[config.mk]
export PLATFORM = sky130hd
export DESIGN_NAME = alu_cmd_driver
export DESIGN_NICKNAME = d
export VERILOG_FILES = /design/src/rtl/alu_pkg.sv /design/src/rtl/alu_cmd_fifo.sv /design/src/rtl/alu_cmd_driver.sv
export SDC_FILE = /design/constraint.sdc
export NUM_CORES = 1
export LEC_CHECK = 0
export ABC_AREA = 0
export BUFFER_PORTS_ARGS = -buffer_cell sky130_fd_sc_hd__buf_2
export CAP_MARGIN = 20
export CORE_ASPECT_RATIO = 1.4
export CORE_MARGIN = 4
export CORE_UTILIZATION = 50
export CTS_BUF_LIST = sky130_fd_sc_hd__clkbuf_4 sky130_fd_sc_hd__clkbuf_8
export DETAILED_ROUTE_END_ITERATION = 6
export PLACE_DENSITY = 0.72
export SLEW_MARGIN = 20
export SYNTH_ARGS = -nofsm -noshare
export SYNTH_HDL_FRONTEND = slang
export SYNTH_SLANG_ARGS = --single-unit
[constraint.sdc]
create_clock -name alu_clk -period 5.8 [get_ports alu_clk]
set_input_delay 0 -clock alu_clk [delete_from_list [all_inputs] [get_ports alu_clk]]
set_output_delay 0 -clock alu_clk [all_outputs]
set_load 0.005 [all_outputs]
[src/rtl/alu_pkg.sv]
// Shared ALU types: opcodes, data width, and the command driver's channel,
// FSM state and command record definitions.
package alu_pkg;

    typedef enum logic [1:0] {
        OP1 = 2'd0,
        OP2 = 2'd1,
        OP3 = 2'd2,
        OP4 = 2'd3
    } opcode_t;

    typedef logic [7:0] data_t;

    typedef enum logic {
        CHAN_A = 1'b0,
        CHAN_B = 1'b1
    } chan_t;

    typedef enum logic [2:0] {
        IDLE   = 3'd0,
        DRIVE  = 3'd1,
        SAMPLE = 3'd2,
        CLEAR  = 3'd3,
        RESP   = 3'd4
    } drv_state_t;

    typedef struct packed {
        chan_t   chan;
        opcode_t op;
        data_t   a;
        data_t   b;
    } alu_cmd_t;

endpackage

[src/rtl/alu_cmd_fifo.sv]
// Synchronous command FIFO with registered full/empty flags; the head entry
// is visible on pop_data whenever the FIFO is non-empty.
module alu_cmd_fifo
    import alu_pkg::*;
#(
    parameter int CMD_DEPTH = 4
) (
    input  logic     alu_clk,
    input  logic     alu_rst,
    input  logic     push,
    input  alu_cmd_t push_data,
    input  logic     pop,
    output alu_cmd_t pop_data,
    output logic     full,
    output logic     empty
);

    localparam int PTR_W = $clog2(CMD_DEPTH);

    alu_cmd_t         mem_r [CMD_DEPTH];
    logic [PTR_W-1:0] wr_ptr_r;
    logic [PTR_W-1:0] rd_ptr_r;
    logic [PTR_W:0]   count_r;
    logic [PTR_W:0]   count_nxt_s;
    logic             push_ok_s;
    logic             pop_ok_s;

    // Qualify requests against the flags and compute the next occupancy
    always_comb begin
        push_ok_s   = push & ~full;
        pop_ok_s    = pop & ~empty;
        count_nxt_s = count_r;
        case ({push_ok_s, pop_ok_s})
            2'b10:   count_nxt_s = count_r + (PTR_W+1)'(1);
            2'b01:   count_nxt_s = count_r - (PTR_W+1)'(1);
            default: count_nxt_s = count_r;
        endcase
    end

    // Storage array, written at the tail
    always_ff @(posedge alu_clk) begin
        if (push_ok_s) begin
            mem_r[wr_ptr_r] <= push_data;
        end
    end

    // Pointers and flags; power-of-two depth lets the pointers wrap naturally
    always_ff @(posedge alu_clk) begin
        if (alu_rst) begin
            wr_ptr_r <= '0;
            rd_ptr_r <= '0;
            count_r  <= '0;
            full     <= 1'b0;
            empty    <= 1'b1;
        end else begin
            if (push_ok_s) begin
                wr_ptr_r <= wr_ptr_r + PTR_W'(1);
            end
            if (pop_ok_s) begin
                rd_ptr_r <= rd_ptr_r + PTR_W'(1);
            end
            count_r <= count_nxt_s;
            full    <= (count_nxt_s == (PTR_W+1)'(CMD_DEPTH));
            empty   <= (count_nxt_s == (PTR_W+1)'(0));
        end
    end

    assign pop_data = mem_r[rd_ptr_r];

endmodule

[src/rtl/alu_cmd_driver.sv]
// ALU command initiator: queues host commands, drives one at a time onto the
// ALU channel controls, clears raised IRQs and returns each result.
module alu_cmd_driver
    import alu_pkg::*;
#(
    parameter int CMD_DEPTH = 4,
    parameter int CNT_W     = 16
) (
    input  logic             alu_clk,
    input  logic             alu_rst,
    input  logic             cmd_valid,
    output logic             cmd_ready,
    input  logic             cmd_chan,
    input  opcode_t          cmd_op,
    input  data_t            cmd_a,
    input  data_t            cmd_b,
    output logic             rsp_valid,
    input  logic             rsp_ready,
    output data_t            rsp_data,
    output logic             rsp_irq,
    output logic             alu_enable,
    output logic             alu_enable_a,
    output logic             alu_enable_b,
    output opcode_t          alu_op_a,
    output opcode_t          alu_op_b,
    output data_t            alu_in_a,
    output data_t            alu_in_b,
    output logic             alu_irq_clr,
    input  data_t            alu_out,
    input  logic             alu_irq,
    output logic [CNT_W-1:0] done_cnt,
    output logic [CNT_W-1:0] irq_cnt
);

    alu_cmd_t   push_cmd_s;
    alu_cmd_t   head_cmd_s;
    logic       push_s;
    logic       pop_s;
    logic       fifo_full_s;
    logic       fifo_empty_s;
    drv_state_t state_r;

    // Pack the host command and derive FIFO handshakes
    always_comb begin
        push_cmd_s = '{chan: chan_t'(cmd_chan), op: cmd_op, a: cmd_a, b: cmd_b};
        push_s     = cmd_valid & ~fifo_full_s;
        if ((state_r == IDLE) && !fifo_empty_s) begin
            pop_s = 1'b1;
        end else begin
            pop_s = 1'b0;
        end
    end

    assign cmd_ready = ~fifo_full_s;

    alu_cmd_fifo #(
        .CMD_DEPTH (CMD_DEPTH)
    ) u_fifo (
        .alu_clk   (alu_clk),
        .alu_rst   (alu_rst),
        .push      (push_s),
        .push_data (push_cmd_s),
        .pop       (pop_s),
        .pop_data  (head_cmd_s),
        .full      (fifo_full_s),
        .empty     (fifo_empty_s)
    );

    // Command sequencer with all ALU-facing and response outputs registered
    always_ff @(posedge alu_clk) begin
        if (alu_rst) begin
            state_r      <= IDLE;
            alu_enable   <= 1'b0;
            alu_enable_a <= 1'b0;
            alu_enable_b <= 1'b0;
            alu_op_a     <= OP1;
            alu_op_b     <= OP1;
            alu_in_a     <= 8'h00;
            alu_in_b     <= 8'h00;
            alu_irq_clr  <= 1'b1;
            rsp_valid    <= 1'b0;
            rsp_data     <= 8'h00;
            rsp_irq      <= 1'b0;
            done_cnt     <= '0;
            irq_cnt      <= '0;
        end else begin
            // Clear strobe is one cycle wide unless SAMPLE raises it again
            alu_irq_clr <= 1'b0;
            case (state_r)
                IDLE: begin
                    if (!fifo_empty_s) begin
                        alu_enable <= 1'b1;
                        if (head_cmd_s.chan == CHAN_A) begin
                            alu_enable_a <= 1'b1;
                            alu_enable_b <= 1'b0;
                            alu_op_a     <= head_cmd_s.op;
                        end else begin
                            alu_enable_a <= 1'b0;
                            alu_enable_b <= 1'b1;
                            alu_op_b     <= head_cmd_s.op;
                        end
                        alu_in_a <= head_cmd_s.a;
                        alu_in_b <= head_cmd_s.b;
                        state_r  <= DRIVE;
                    end
                end
                DRIVE: begin
                    alu_enable   <= 1'b0;
                    alu_enable_a <= 1'b0;
                    alu_enable_b <= 1'b0;
                    state_r      <= SAMPLE;
                end
                SAMPLE: begin
                    rsp_data <= alu_out;
                    rsp_irq  <= alu_irq;
                    if (alu_irq) begin
                        irq_cnt     <= irq_cnt + CNT_W'(1);
                        alu_irq_clr <= 1'b1;
                        state_r     <= CLEAR;
                    end else begin
                        rsp_valid <= 1'b1;
                        state_r   <= RESP;
                    end
                end
                CLEAR: begin
                    rsp_valid <= 1'b1;
                    state_r   <= RESP;
                end
                RESP: begin
                    if (rsp_ready) begin
                        rsp_valid <= 1'b0;
                        done_cnt  <= done_cnt + CNT_W'(1);
                        state_r   <= IDLE;
                    end
                end
                default: begin
                    alu_enable   <= 1'b0;
                    alu_enable_a <= 1'b0;
                    alu_enable_b <= 1'b0;
                    rsp_valid    <= 1'b0;
                    state_r      <= IDLE;
                end
            endcase
        end
    end

endmodule

-- Yosys cells after proc, flatten, opt, wreduce, memory -nomap -nowiden
Memories as Yosys holds them, arrays and structs flattened. A register that Yosys moved wholly into a read port is not among the register bits.
Index checks and enable logic that the tools add are counted.
W data, S select, Z words.
- flip-flop bits (word level): 78
- bits in writable memories: 76
- input port bits: 32
- output and inout port bits: 67
- logic and storage cells: 81
- memories kept: 1
- add/subtract/negate cells: 6
- equality and inequality tests: 10
- muxes and demuxes: 23
- bitwise operators: 8
- reductions and logical operators: 14
- memory list (name ; depth ; bits a word ; read ports ; clocked after memory_dff ; wr ports ; RTL line ; source):
    u_fifo.mem_r ; 4 ; 19 ; 1 ; 1 ; 1 ; alu_cmd_fifo.sv:20 ; alu_cmd_t mem_r [CMD_DEPTH];
- operator list (kind ; number):
    $add A16 B1 Y16 const B ; 2
    $pmux W3 S5 ; 1
    $mux W1 ; 12
    $reduce_and A2 Y1 ; 5
    $mux W3 ; 3
    $reduce_and A3 Y1 ; 3
    $eq A3 B2 Y1 const B ; 2
    $eq A3 B3 Y1 const B ; 2
    $logic_not A3 Y1 ; 2
    $ne A2 B2 Y1 const B ; 3
    $pmux W1 S2 ; 3
    $pmux W3 S2 ; 1
    $not A1 Y1 ; 5
    $add A2 B1 Y2 const B ; 2
    $mux W2 ; 2
    $pmux W1 S4 ; 1
    $add A3 B1 Y3 const B ; 1
    $and A1 B1 Y1 ; 3
    $eq A3 B1 Y1 const B ; 1
    $reduce_or A3 Y1 ; 1
    $sub A3 B1 Y3 const B ; 1
    $eq A2 B1 Y1 const B ; 1
    $eq A2 B2 Y1 const B ; 1
    $reduce_or A2 Y1 ; 1
    other kinds (2) ; 2

-- Longest topological paths before layout
Gate-level depths: netlist (run 1).
- depth after elaboration: 7
- gate-level depth with buffers: 11
- gate-level depth less buffers: 8

-- Hierarchy
Synthesis (run 1) repeated with hierarchy kept, for this count alone.
- cells, all modules: 493
- area total of the unflattened synthesis: 6103.4 µm²
- modules (own cells, without submodules) (module ; instances ; cells each ; area an instance (µm²) ; sequential area each (µm²)):
    alu_cmd_fifo ; 1 ; 157 ; 3324.4 ; 2502.4
    alu_cmd_driver ; 1 ; 336 ; 2778.9 ; 1381.3

-- Worst setup path before layout (run 1)
No wires, ideal clock.
- path type: reg-to-reg
- start point: reg state_r[0]
- end point: reg u_fifo.full
- setup time: 0.065 ns
- data arrival time: 2.396 ns
- data required time: 5.735 ns
- setup slack: 3.339 ns
- stages on the path, launching flop included: 12
- buffers on the path: 3
- period minus slack after synthesis: 2.461 ns
- cell sequence: dfxtp_1 buf_2 or4_1 buf_2 inv_2 buf_2 ha_1 fa_1 xnor2_1 or3_1 a21oi_1 nor2b_1
- longest elaborated chain between the ends: 7
- elaborated cells on any way between the ends: 8
- classes of those cells: eq/ne (3); mux (2); bitwise (1); reduce/logical (2)
- ends and longest elaborated chain (item ; RTL line ; source):
    from (decl) ; alu_cmd_driver.sv:41 ; drv_state_t state_r;
    from (signal assigned) ; alu_cmd_driver.sv:72 ; state_r <= IDLE;
    from (signal assigned) ; alu_cmd_driver.sv:104 ; state_r <= DRIVE;
    from (signal assigned) ; alu_cmd_driver.sv:111 ; state_r <= SAMPLE;
    $logic_not A3 Y1 (*) ; alu_cmd_driver.sv:47 ; if ((state_r == IDLE) && !fifo_empty_s) begin
    $logic_and A1 B1 Y1 (*) ; alu_cmd_driver.sv:47 ;
    $mux W1 (*) ; alu_cmd_driver.sv:47 ;
    $and A1 B1 Y1 (*) ; alu_cmd_fifo.sv:31 ; pop_ok_s = pop & ~empty;
    $eq A2 B1 Y1 or $eq A2 B2 Y1 (tied branches) ; alu_cmd_fifo.sv:33 ; case ({push_ok_s, pop_ok_s})
    $pmux W3 S2 (*) ; alu_cmd_fifo.sv:33 ;
    $eq A3 B3 Y1 (*) ; alu_cmd_fifo.sv:63 ; full <= (count_nxt_s == (PTR_W+1)'(CMD_DEPTH));
    to (signal assigned) ; alu_cmd_fifo.sv:63 ;
    to (decl) ; alu_cmd_fifo.sv:14 ; output logic full,
Every way passes the cells marked *; elsewhere a longest branch is shown, timed or not.
A chain may end at the register's enable or synchronous reset.

-- Worst setup path in the final report (run 1)
- start point: reg state_r[1]
- end point: reg u_fifo.full
Same word-level chain as after synthesis.

==> summary.txt, run 1 <==
Placement
  • Placer congestion estimate: 0.806
  • HPWL after DPL: 7.81 mm
  • Port-buffer cells: 98

Global routing
  • Largest net degree at the start of global routing: 84
  • GR Layer Usage met2: 31.2%
  • GR Util met3: 4.98%
  • Global-route wire length before repair: 19.6 mm
  • Gr usage total: around 18%
  • Most used routing layer: met2
  • Number of global-route vias before repair: 4074
  • Gr ovfl total: 0
  • M1 GR Usage: 21.7%
  • Initial antenna violation count: 0

STA
  • RSZ-0062 raised after global routing: no
  • Period utilization: between 50% and 60%
  • Slew Limit Fails: 0
  • Slew @ Worst Pin: 1.07 ns
  • Fin Clk Skew: 0.0128 ns
  • Final hold violations: 0
  • Setup_tns: 0 ns
  • Worst rel slew slack: 28.8%
  • Fmax: 306 MHz
  • # setup viols final: 0
  • Post-layout min period: 3.27 ns

Floorplanning
  • Overall die width: about 100 um
  • Starting Density: 51.0%
  • Core area: 11800 um^2
  • Io pins: 99
  • Die Ht: 138 um
  • Site row count: 47
  • Die Area: 13900 um^2

Critical path
  • Startpoint types: flip-flop
  • Critical path fanouts, max: 21
  • CP Data Required Time: 6.17 ns
  • CP Capture Type: flip-flop
  • Crit path arrival time: 3.63 ns
  • Critical Path Start: state_r[1]
  • Setup CP Type: flip-flop to flip-flop
  • Reg2reg start: state_r[1]

Logic synthesis
  • Syn nets: 515
  • Seq cells post-synth: 156
  • Syn_area_per_cell: approximately 13 um^2
  • Main synth FF type: dfxtp_1
  • Synthesized cell area: between 6000 and 7000 um^2
  • Sequential area share after synthesis: 64.5%
  • Mapped Cells: 475
  • Synth Warn #: 0
  • Fraction of registers with async set/reset: 0%
  • Post-synth EDFFs: 76
  • Distinct cells, synth: between 40 and 50

Clocking
  • Setup Fix Bufs, Post-CTS: 0
  • CTS tree: yes
  • PostCTS Resize Cnt: 0
  • Reg clk slew, reported paths: 0.08 ns
  • Clock buffer depth: 2
  • Clock Sinks: 156
  • CTS root buf: clkbuf_8
  • H-tree depth: 4
  • TritonCTS buffer count: 17
  • Clk_lat worst skew: ~0.44 ns

Pwr
  • Comb power frac: 21.1%
  • Sequential power share: 49.3%
  • Clk pwr share: approximately 30%
  • Pint: 1.97 mW
  • PD cells: 379 nW/um^2
  • Sw frac: 29.4%
  • Final total power: 2.78 mW
  • P_sw: 819 uW
  • Worst vdd ir: between 0.0002 and 0.00025 V
  • P_leak: 2.80 nW

Hold path
  • Min-delay src: cmd_valid
  • Worst hold path type: input port to flip-flop

Cells and area
  • Register area: 3880 um^2
  • Filler instances: about 910
  • Most frequent cells in the layout: 98 x buf_2, 80 x dfxtp_1, 76 x edfxtp_1, 55 x nor2_1, 48 x nand2_1
  • Area of the multi-input gates: roughly 2000 um^2
  • Commonest non-fill, non-tap cell in the layout: buf_2
  • Antenna diode count: 0
  • Final net count: around 640
  • Ratio of cells with drive above 1 in the final layout: 26.1%
  • Area grow syn2layout: 21.8%

Drt
  • Vias/cell: 5.32
  • Routed via count: 4061
  • WL/cell: approximately 16 um
  • Final wirelength: roughly 12 mm
  • Remaining DRCs: 0
  • Initial DRC count: 153
  • First-pass DRT Iterations: 4
  • Routed Antenna Nets: 0

Outcome
  • Status: complete, no violations

Job
  • Max-Cap Viols: 0
## state kept, by name, indices dropped and copies added, names as in the netlist, 2 cells and up, named ones only
register / count
alu_in_a: 8
alu_in_b: 8
alu_op_a: 2
alu_op_b: 2
done_cnt: 16
irq_cnt: 16
rsp_data: 8
state_r: 3
u_fifo.count_r: 3
u_fifo.mem_r: 76
u_fifo.rd_ptr_r: 2
u_fifo.wr_ptr_r: 2
## layer usage
metal,up-vias,wire length (um)
li1,1951,-
met1,1968,4980
met2,123,6260
met3,19,673
met4,0,212
met5,-,0
## worst max-delay path, cell delays in order (launching register included)
cell     delay, ns
dfxtp_1       0.57
or4_1         0.64
inv_2         0.36
ha_1          0.33
fa_1          0.38
xnor2_1       0.15
or3_1         0.32
a21oi_1       0.25
nor2b_1       0.19
## power groups by stage
stage	registers (mW)	logic [mW]	clock network (mW)
global placement	1.39	0.557	0
CTS	1.37	0.598	0.844
global route	1.39	0.658	0.892
finish	1.37	0.587	0.825
floorplan	1.37	0.416	0
detailed placement	1.40	0.580	0
## path summary, 6_finish.rpt
kind / endpoint / slack (ns) / cells past startpoint
worst min-delay path: u_fifo.wr_ptr_r[0] / 0.07 / 4
worst max-delay path: u_fifo.full / 2.53 / 8
worst min register to register: alu_in_b[7] / 0.46 / 2
worst max register to register: u_fifo.full / 2.53 / 8
## synthesized netlist by cell type, types with 2 or more instances
cell type	number	area (um^2)
ha_1	7	87.6
mux2i_1	14	140
nor3b_1	2	15.0
and3_1	4	25.0
buf_2	8	40.0
nor3_1	6	30.0
nand4_1	6	37.5
nand2_1	48	180
or4_1	3	22.5
nand3_1	13	65.1
nor2_1	55	206
edfxtp_1	76	2280
nor2b_1	8	50.1
o21ai_0	4	20.0
xor2_1	9	78.8
inv_1	11	41.3
o31ai_1	2	15.0
nand4bb_1	2	22.5
or3_1	6	37.5
dfxtp_1	80	1600
buf_1	4	15.0
nor4_1	6	37.5
mux4_2	19	428
a21oi_1	34	170
and2_1	4	25.0
clkbuf_1	10	37.5
mux2_1	3	33.8
mux2_2	3	33.8
o21ai_1	3	15.0
xnor2_1	14	123
## layout make-up
class | instances | share of cell area, %
clock buffer | 17 | 3.19
clock inverter | 15 | 2.40
inverter | 12 | 0.614
multi-input combinational | 285 | 27.3
sequential | 156 | 52.9
tap | 147 | 2.51
timing repair buffer | 131 | 11.1
## logic make-up after synthesis
group | count (synthesis) | synth area share [%]
simple gates | 171 | 13.8
flops | 156 | 64.5
compound gates | 44 | 3.76
mux | 39 | 10.5
buf+inv | 34 | 2.28
xor+xnor | 23 | 3.34
fa+ha+maj | 8 | 1.79
## stage by stage
step	std cells	worst slack (ns)	instance area [um^2]	hold slack [ns]	util, %
floorplan	475	3.34	6030	0.0989	-
global placement	701	2.74	6630	0.210	56.1
detailed placement	701	2.54	6630	0.216	56.1
CTS	763	2.48	7340	0.0499	62.1
global route	763	2.32	7340	0.0914	62.1
finish	763	2.53	7340	0.0719	62.1
## repair_timing
action | 4_1_cts | 5_1_grt
endpoints found under the hold margin | 87 | 0
hold buffers | 30 | 0
endpoints found under the setup margin | 0 | 0
(Power assumes the default switching activity.)
==> run 2: changes to the inputs <==
==> constraint.sdc (replaced) <==
create_clock -name alu_clk -period 3.14 [get_ports alu_clk]
set_input_delay 0 -clock alu_clk [delete_from_list [all_inputs] [get_ports alu_clk]]
set_output_delay 0 -clock alu_clk [all_outputs]
set_load 0.005 [all_outputs]
==> run 2 against run 1 <==
Net effect:
- clock power up 77%
- highest routed layer unchanged
- critical path type unchanged
- cell area up 0.32%
- core utilization up 0.20 points
- critical path depth unchanged
==> summary.txt, run 2 (synthesis gave the netlist of run 1 again) <==
Floorplanning
  • Core area: 11800 um^2 (unchanged)
  • Die Ht: 138 um (unchanged)
  • Site row count: 47 (unchanged)
  • Starting Density: 51.0% (unchanged)
  • Io pins: 99 (unchanged)
  • Die Area: 13900 um^2 (unchanged)
  • Overall die width: 101 um (unchanged)

Critical path
  • CP Data Required Time: 3.52 ns (-2.65 ns)
  • CP Capture Type: flip-flop
  • Reg2reg path depth: 8 (unchanged)
  • Crit path arrival time: 2.77 ns (-0.86 ns)
  • Critical path fanouts, max: 8 (-62%)
  • Reg2reg setup slack: 0.75 ns (-1.78 ns)
  • Setup CP Type: flip-flop to flip-flop
  • Startpoint types: flip-flop

Cells and area
  • Ratio of cells with drive above 1 in the final layout: 26.8% (+0.71 points)
  • Top reg by flops: u_fifo.mem_r
  • Most frequent cells in the layout: 98 x buf_2, 80 x dfxtp_1, 76 x edfxtp_1, 55 x nor2_1, 48 x nand2_1
  • Largest register FFs: 76 (unchanged)
  • Area grow syn2layout: 22.2%
  • Filler instances: 906 (-0.66%)
  • Commonest non-fill, non-tap cell in the layout: buf_2
  • Biggest regs: u_fifo.mem_r x76, done_cnt x16, irq_cnt x16
  • Design Area, Final: 7360 um^2 (+0.32%)
  • Antenna diode count: 0 (unchanged)
  • Final net count: 649 (+0.93%)

Placement
  • HPWL after DPL: 8.14 mm (+4.1%)
  • Port-buffer cells: 98 (unchanged)
  • Post-DP Area: 6680 um^2 (+0.79%)
  • Placer congestion estimate: 0.847 (+5.1%)
  • Dpl ws: 0.768 ns (-1.77 ns)

STA
  • Setup_tns: 0 ns (unchanged)
  • Period utilization: 76.1% (+20 points)
  • # setup viols final: 0 (unchanged)
  • Worst rel slew slack: 41.9% (+13 points)
  • Fin Clk Skew: 0.0149 ns (+0.00209 ns)
  • Post-layout min period: 2.39 ns (-0.877 ns)
  • Slew Limit Fails: 0 (unchanged)
  • Final WS setup: 0.750 ns (-1.78 ns)
  • RSZ-0062 raised after global routing: no
  • Slew @ Worst Pin: 0.860 ns (-0.207 ns)
  • Fmax: 418 MHz (+37%)
  • Final hold violations: 0 (unchanged)

Drt
  • Final wirelength: 12.4 mm (+2.0%)
  • Vias/cell: 5.35 (+0.56%)
  • Initial DRC count: 107 (-30%)
  • Routed Antenna Nets: 0 (unchanged)
  • WL/cell: 16.1 um (+1.2%)
  • Remaining DRCs: 0 (unchanged)
  • First-pass DRT Iterations: 4 (unchanged)
  • Routed via count: 4116 (+1.4%)

Hold path
  • Worst hold stages: 4 (unchanged)
  • Worst hold path type: input port to flip-flop

Clocking
  • Reg clk slew, reported paths: 0.07 ns (about the same)
  • Clk_lat worst skew: 0.45 ns (about the same)
  • TritonCTS buffer count: 17 (unchanged)
  • PostCTS Resize Cnt: 0 (unchanged)
  • CTS tree: yes
  • Clock Sinks: 156 (unchanged)
  • Setup Fix Bufs, Post-CTS: 0 (unchanged)
  • H-tree depth: 4 (unchanged)
  • Clock buffer depth: 2 (unchanged)
  • CTS root buf: clkbuf_8

Pwr
  • Worst vdd ir: 0.000490 V (+97%)
  • PD cells: 695 nW/um^2 (+83%)
  • P_leak: 2.81 nW (+0.43%)

Global routing
  • Number of global-route vias before repair: 4082 (+0.20%)
  • Gr ovfl total: 0 (unchanged)
  • Gr usage total: 18.7% (+0.50 points)
  • Global-route wire length before repair: 19.9 mm (+1.6%)
  • Initial antenna violation count: 0 (unchanged)
  • Largest net degree at the start of global routing: 46 (-45%)

Outcome
  • Status: complete, no violations

Job
  • Max-Cap Viols: 0 (unchanged)
==> run 2: changes by cell type in the layout (fill, tap and decap cells not counted), moves of 2 or more <==
cell and delta:
buf_4 +7, clkinvlp_4 +3, inv_6 -3, inv_8 -3, clkbuf_4 +2
==> run 2: what timing repair did <==
| action | CTS | global route |
|---|---|---|
| endpoints found under the setup margin | 0 | 0 |
| endpoints found under the hold margin | 87 | 0 |
| hold buffers | 29 | 0 |
==> run 2: routing by layer <==
layer	GRT usage (%)	wire (um)	vias to the layer above	share of wire (%)
met1	21.0	4790	2017	39
met5	0	0	-	0
met3	5.08	687	24	5.6
li1	-	-	1965	-
met2	33.3	6630	110	54
met4	7.79	257	0	2.1
==> run 2: through the flow <==
stage | hold slack [ns] | utilization, % | std cells | power [mW]
global route | 0.114 | 62.3 | 769 | 5.40
CTS | 0.0792 | 62.3 | 769 | 5.16
global placement | 0.210 | 56.5 | 708 | 3.63
finish | 0.0959 | 62.3 | 769 | 5.12
detailed placement | 0.217 | 56.5 | 708 | 3.68
floorplan | 0.0989 | - | 475 | 3.31
==> run 2: critical path, cell delays in order, from the launching register on <==
cell and delay, ns:
dfxtp_1 0.32, nor2b_1 0.38, inv_1 0.10, ha_1 0.26
fa_1 0.39, xnor2_1 0.15, or3_1 0.33, a21oi_1 0.23
nor2b_1 0.16
==> run 2: area by class of cell <==
class	instances	area, um^2	area share [%]
Sequential cell	156	3880	52.7
Clock inverter	13	143	1.94
Timing Repair Buffer	137	856	11.6
Tap cell	147	184	2.50
Inverter	12	45.0	0.612
Multi-Input combinational cell	285	2000	27.2
Clock buffer	19	249	3.38
==> run 2: final timing paths <==
check,from,to
worst min register to register,alu_in_b[1],alu_in_b[1]
worst max register to register,u_fifo.full,u_fifo.full
worst max-delay path,u_fifo.full,u_fifo.full
worst min-delay path,cmd_valid,u_fifo.wr_ptr_r[0]
==> run 2: report_power, final <==
group | total, mW | internal (mW) | switching (mW)
Sequential | 2.55 | 2.39 | 0.155
Clock | 1.46 | 0.728 | 0.736
Combinational | 1.11 | 0.523 | 0.584
==> run 3: changes to the inputs <==
--- a/config.mk
+++ b/config.mk
@@ -5,7 +5,7 @@
 export SDC_FILE = /design/constraint.sdc
 export NUM_CORES = 1
 export LEC_CHECK = 0
-export ABC_AREA = 0
+export ABC_AREA = 1
 export BUFFER_PORTS_ARGS = -buffer_cell sky130_fd_sc_hd__buf_2
 export CAP_MARGIN = 20
 export CORE_ASPECT_RATIO = 1.4
==> constraint.sdc (replaced) <==
create_clock -name alu_clk -period 2.3 [get_ports alu_clk]
set_input_delay 0 -clock alu_clk [delete_from_list [all_inputs] [get_ports alu_clk]]
set_output_delay 0 -clock alu_clk [all_outputs]
set_load 0.005 [all_outputs]
==> run 3 against run 2 <==
Net effect:
- critical path depth unchanged
- wire length up 13%
- hold slack worse by 0.034 ns
- sequential share of layout area down 2.0 points
- synthesized cell count up 42%
- setup slack worse by 0.46 ns
- sequential power up 39%
- core utilization down 0.43 points
==> summary.txt, run 3 <==
Outcome
  • Status: complete, no violations

Clocking
  • Clock buffer depth: 2 (unchanged)
  • H-tree depth: 4 (unchanged)
  • Reg clk slew, reported paths: 0.09 ns (+0.02 ns)
  • CTS tree: yes
  • Setup Fix Bufs, Post-CTS: 0 (unchanged)
  • CTS root buf: clkbuf_8
  • PostCTS Resize Cnt: 0 (unchanged)
  • Clk_lat worst skew: 0.43 ns (-0.02 ns)
  • Clock Sinks: 156 (unchanged)
  • TritonCTS buffer count: 17 (unchanged)

Cells and area
  • Area grow syn2layout: 21.4%
  • Commonest non-fill, non-tap cell in the layout: nor2_1
  • Final core occ: 61.9% (-0.43 points)
  • Most frequent cells in the layout: 140 x nor2_1, 104 x nand2_1, 98 x buf_2, 80 x dfxtp_1, 76 x edfxtp_1
  • Area of the multi-input gates: 2120 um^2 (+5.7%)
  • Antenna diode count: 0 (unchanged)
  • Largest register FFs: 76 (unchanged)
  • Ratio of cells with drive above 1 in the final layout: 19.2% (-7.6 points)
  • Filler instances: 1036 (+14%)
  • Design Area, Final: 7650 um^2 (+3.9%)
  • Register area: 3880 um^2 (unchanged)
  • Biggest regs: u_fifo.mem_r x76, done_cnt x16, irq_cnt x16
  • Cell Count, Final, Fillers Out: 971 (+26%)
  • Final net count: 848 (+31%)
  • Top reg by flops: u_fifo.mem_r

Placement
  • # placed instances: 910 (+29%)
  • Post-DP Area: 6970 um^2 (+4.4%)
  • Dpl ws: 0.279 ns (-0.489 ns)
  • Placer congestion estimate: 0.851 (+0.44%)
  • HPWL after DPL: 9.53 mm (+17%)
  • Port-buffer cells: 98 (unchanged)

Critical path
  • CP peak stage delay: 0.44 ns (+0.05 ns)
  • CP Data Required Time: 2.65 ns (-0.87 ns)
  • Setup CP Type: flip-flop to flip-flop
  • CP Capture Type: flip-flop
  • Crit-path leading delay family: adder cells
  • Slowest-stage cell, CP: fa_1
  • Critical path fanouts, max: 11 (+3)
  • Startpoint types: flip-flop
  • Cell mode on critical path: nand2_1
  • Buffers & Inverters on Critical Path: 1 (unchanged)
  • Crit path arrival time: 2.36 ns (-0.41 ns)
  • Worst-path cell chain: inv_2 > nand2_1 > nor3_4 > ha_1 > fa_1 > mux2i_1 > nand2_1 > o21ai_0

Pwr
  • Clk pwr share: 26.8% (-1.8 points)
  • Worst vdd ir: 0.000702 V (+43%)
  • PD cells: 973 nW/um^2 (+40%)
  • Pint: 4.95 mW (+36%)
  • P_leak: 3.09 nW (+9.9%)
  • Comb power frac: 25.6% (+4.0 points)
  • Final total power: 7.45 mW (+46%)
  • P_sw: 2.50 mW (+69%)
  • Sequential power share: 47.6% (-2.2 points)
  • Sw frac: 33.5% (+4.7 points)

STA
  • Fin Clk Skew: 0.0108 ns (-0.00408 ns)
  • Fmax: 497 MHz (+19%)
  • Minimum hold slack: 0.0623 ns (-0.0336 ns)
  • Period utilization: 87.4% (+11 points)
  • Final WS setup: 0.289 ns (-0.461 ns)
  • # setup viols final: 0 (unchanged)
  • RSZ-0062 raised after global routing: no
  • Worst rel slew slack: 58.2% (+16 points)
  • Slew Limit Fails: 0 (unchanged)
  • Setup_tns: 0 ns (unchanged)
  • Slew @ Worst Pin: 0.625 ns (-0.235 ns)
  • Post-layout min period: 2.01 ns (-0.379 ns)
  • Final hold violations: 0 (unchanged)

Logic synthesis
  • Synthesized cell area: 6310 um^2 (+4.7%)
  • Syn_area_per_cell: 9.36 um^2 (-26%)
  • Main synth FF type: dfxtp_1
  • Post-synthesis compound-gate area fraction: 10.1% (+6.4 points)
  • Synth Warn #: 0 (unchanged)
  • Adder-cell share of the synthesized area: 1.71% (-0.080 points)
  • Main combinational cell family by area after synthesis: simple AND/OR/NAND/NOR gates
  • Dominant cells by area after synthesis: edfxtp_1 36%, dfxtp_1 25%, nor2_1 8.3%
  • Simple-gate share of the synthesized area: 20.7% (+6.9 points)
  • Sequential area share after synthesis: 61.6% (-2.9 points)
  • XOR/XNOR Fraction of Synth Area: 0.833% (-2.5 points)
  • Post-synth top cells: 140 x nor2_1, 104 x nand2_1, 80 x dfxtp_1
  • Mux share of post-synthesis cell area: 0.159% (-10 points)
  • Post-synth EDFFs: 76 (unchanged)
  • Distinct cells, synth: 35 (-15%)
  • Count leader, synth: nor2_1
  • Syn nets: 714 (+39%)
  • Seq cells post-synth: 156 (unchanged)
  • Mapped Cells: 674 (+42%)
  • Area leader, netlist: edfxtp_1
  • Top-area cell type share of the netlist area: 36.2% (-1.7 points)
  • Fraction of registers with async set/reset: 0% (unchanged)

Floorplanning
  • Site row count: 48 (+2.1%)
  • Die Area: 14500 um^2 (+4.3%)
  • Io pins: 99 (unchanged)
  • Core area: 12400 um^2 (+4.7%)
  • Starting Density: 51.0% (about the same)
  • Overall die width: 103 um (+2.1%)
  • Die Ht: 141 um (+2.2%)

Global routing
  • Global-route wire length before repair: 22.9 mm (+15%)
  • Gr ovfl total: 0 (unchanged)
  • Largest net degree at the start of global routing: 39 (-15%)
  • Initial antenna violation count: 0 (unchanged)
  • Gr usage total: 20.0% (+1.3 points)
  • Number of global-route vias before repair: 4780 (+17%)

Drt
  • Remaining DRCs: 0 (unchanged)
  • Routed via count: 5047 (+23%)
  • First-pass DRT Iterations: 5 (+1)
  • Final wirelength: 14.0 mm (+13%)
  • Routed Antenna Nets: 0 (unchanged)
  • WL/cell: 14.4 um (-10%)
  • Vias/cell: 5.20 (-2.9%)
  • Initial DRC count: 195 (+82%)

Hold path
  • Worst hold path type: input port to flip-flop

Job
  • Max-Cap Viols: 0 (unchanged)
run 3: path summary, 6_finish.rpt:
kind,startpoint,endpoint,slack (ns),depth (start not counted)
hold / removal,alu_rst,done_cnt[6],0.06,3
setup / recovery,state_r[0],u_fifo.empty,0.29,8
hold reg to reg,alu_enable_b,alu_enable_b,0.47,2
setup reg to reg,state_r[0],u_fifo.empty,0.29,8
run 3: timing repair:
| action | CTS | global route |
|---|---|---|
| hold buffers | 29 | 0 |
| endpoints found under the setup margin | 0 | 0 |
| hold endpoints to repair | 86 | 0 |
run 3: kinds of logic after synthesis:
family          count (synthesis)
simple gates                  306
flops                         156
compound gates                122
buf+inv                        75
fa+ha+maj                       8
xor+xnor                        6
mux                             1
run 3: cell type report:
class	count	share of cell area [%]
Tap cell	150	2.45
Multi-Input combinational cell	443	27.7
Inverter	51	2.50
Clock inverter	14	1.95
Clock buffer	18	3.15
Timing Repair Buffer	139	11.5
Sequential cell	156	50.7
run 3: worst reg2reg max path, delay by kind of cell, from the launching register on:
family / cells / cell delay [ns]
buffers and inverters: 1 / 0.17
AND/OR/NAND/NOR: 3 / 0.40
adder cells (fa/ha/maj): 2 / 0.68
flip-flops: 1 / 0.35
AO/OA/AOI/OAI: 1 / 0.17
multiplexers: 1 / 0.18
run 3: power by group through the flow:
stage	combinational (mW)	sequential [mW]	clock [mW]
6_report	1.91	3.54	2.00
3_5_place_dp	1.89	3.60	0
2_1_floorplan	1.22	3.60	0
4_1_cts	1.94	3.55	2.04
5_1_grt	2.18	3.59	2.16
3_3_place_gp	1.83	3.58	0
run 3: layer usage:
| layer | part of all wire [%] | vias up | global-route usage (%) |
|---|---|---|---|
| met5 | 0 | - | 0 |
| met2 | 54 | 119 | 36.6 |
| met4 | 2.1 | 0 | 7.44 |
| met1 | 39 | 2373 | 22.9 |
| met3 | 5.0 | 25 | 3.27 |
| li1 | - | 2530 | - |
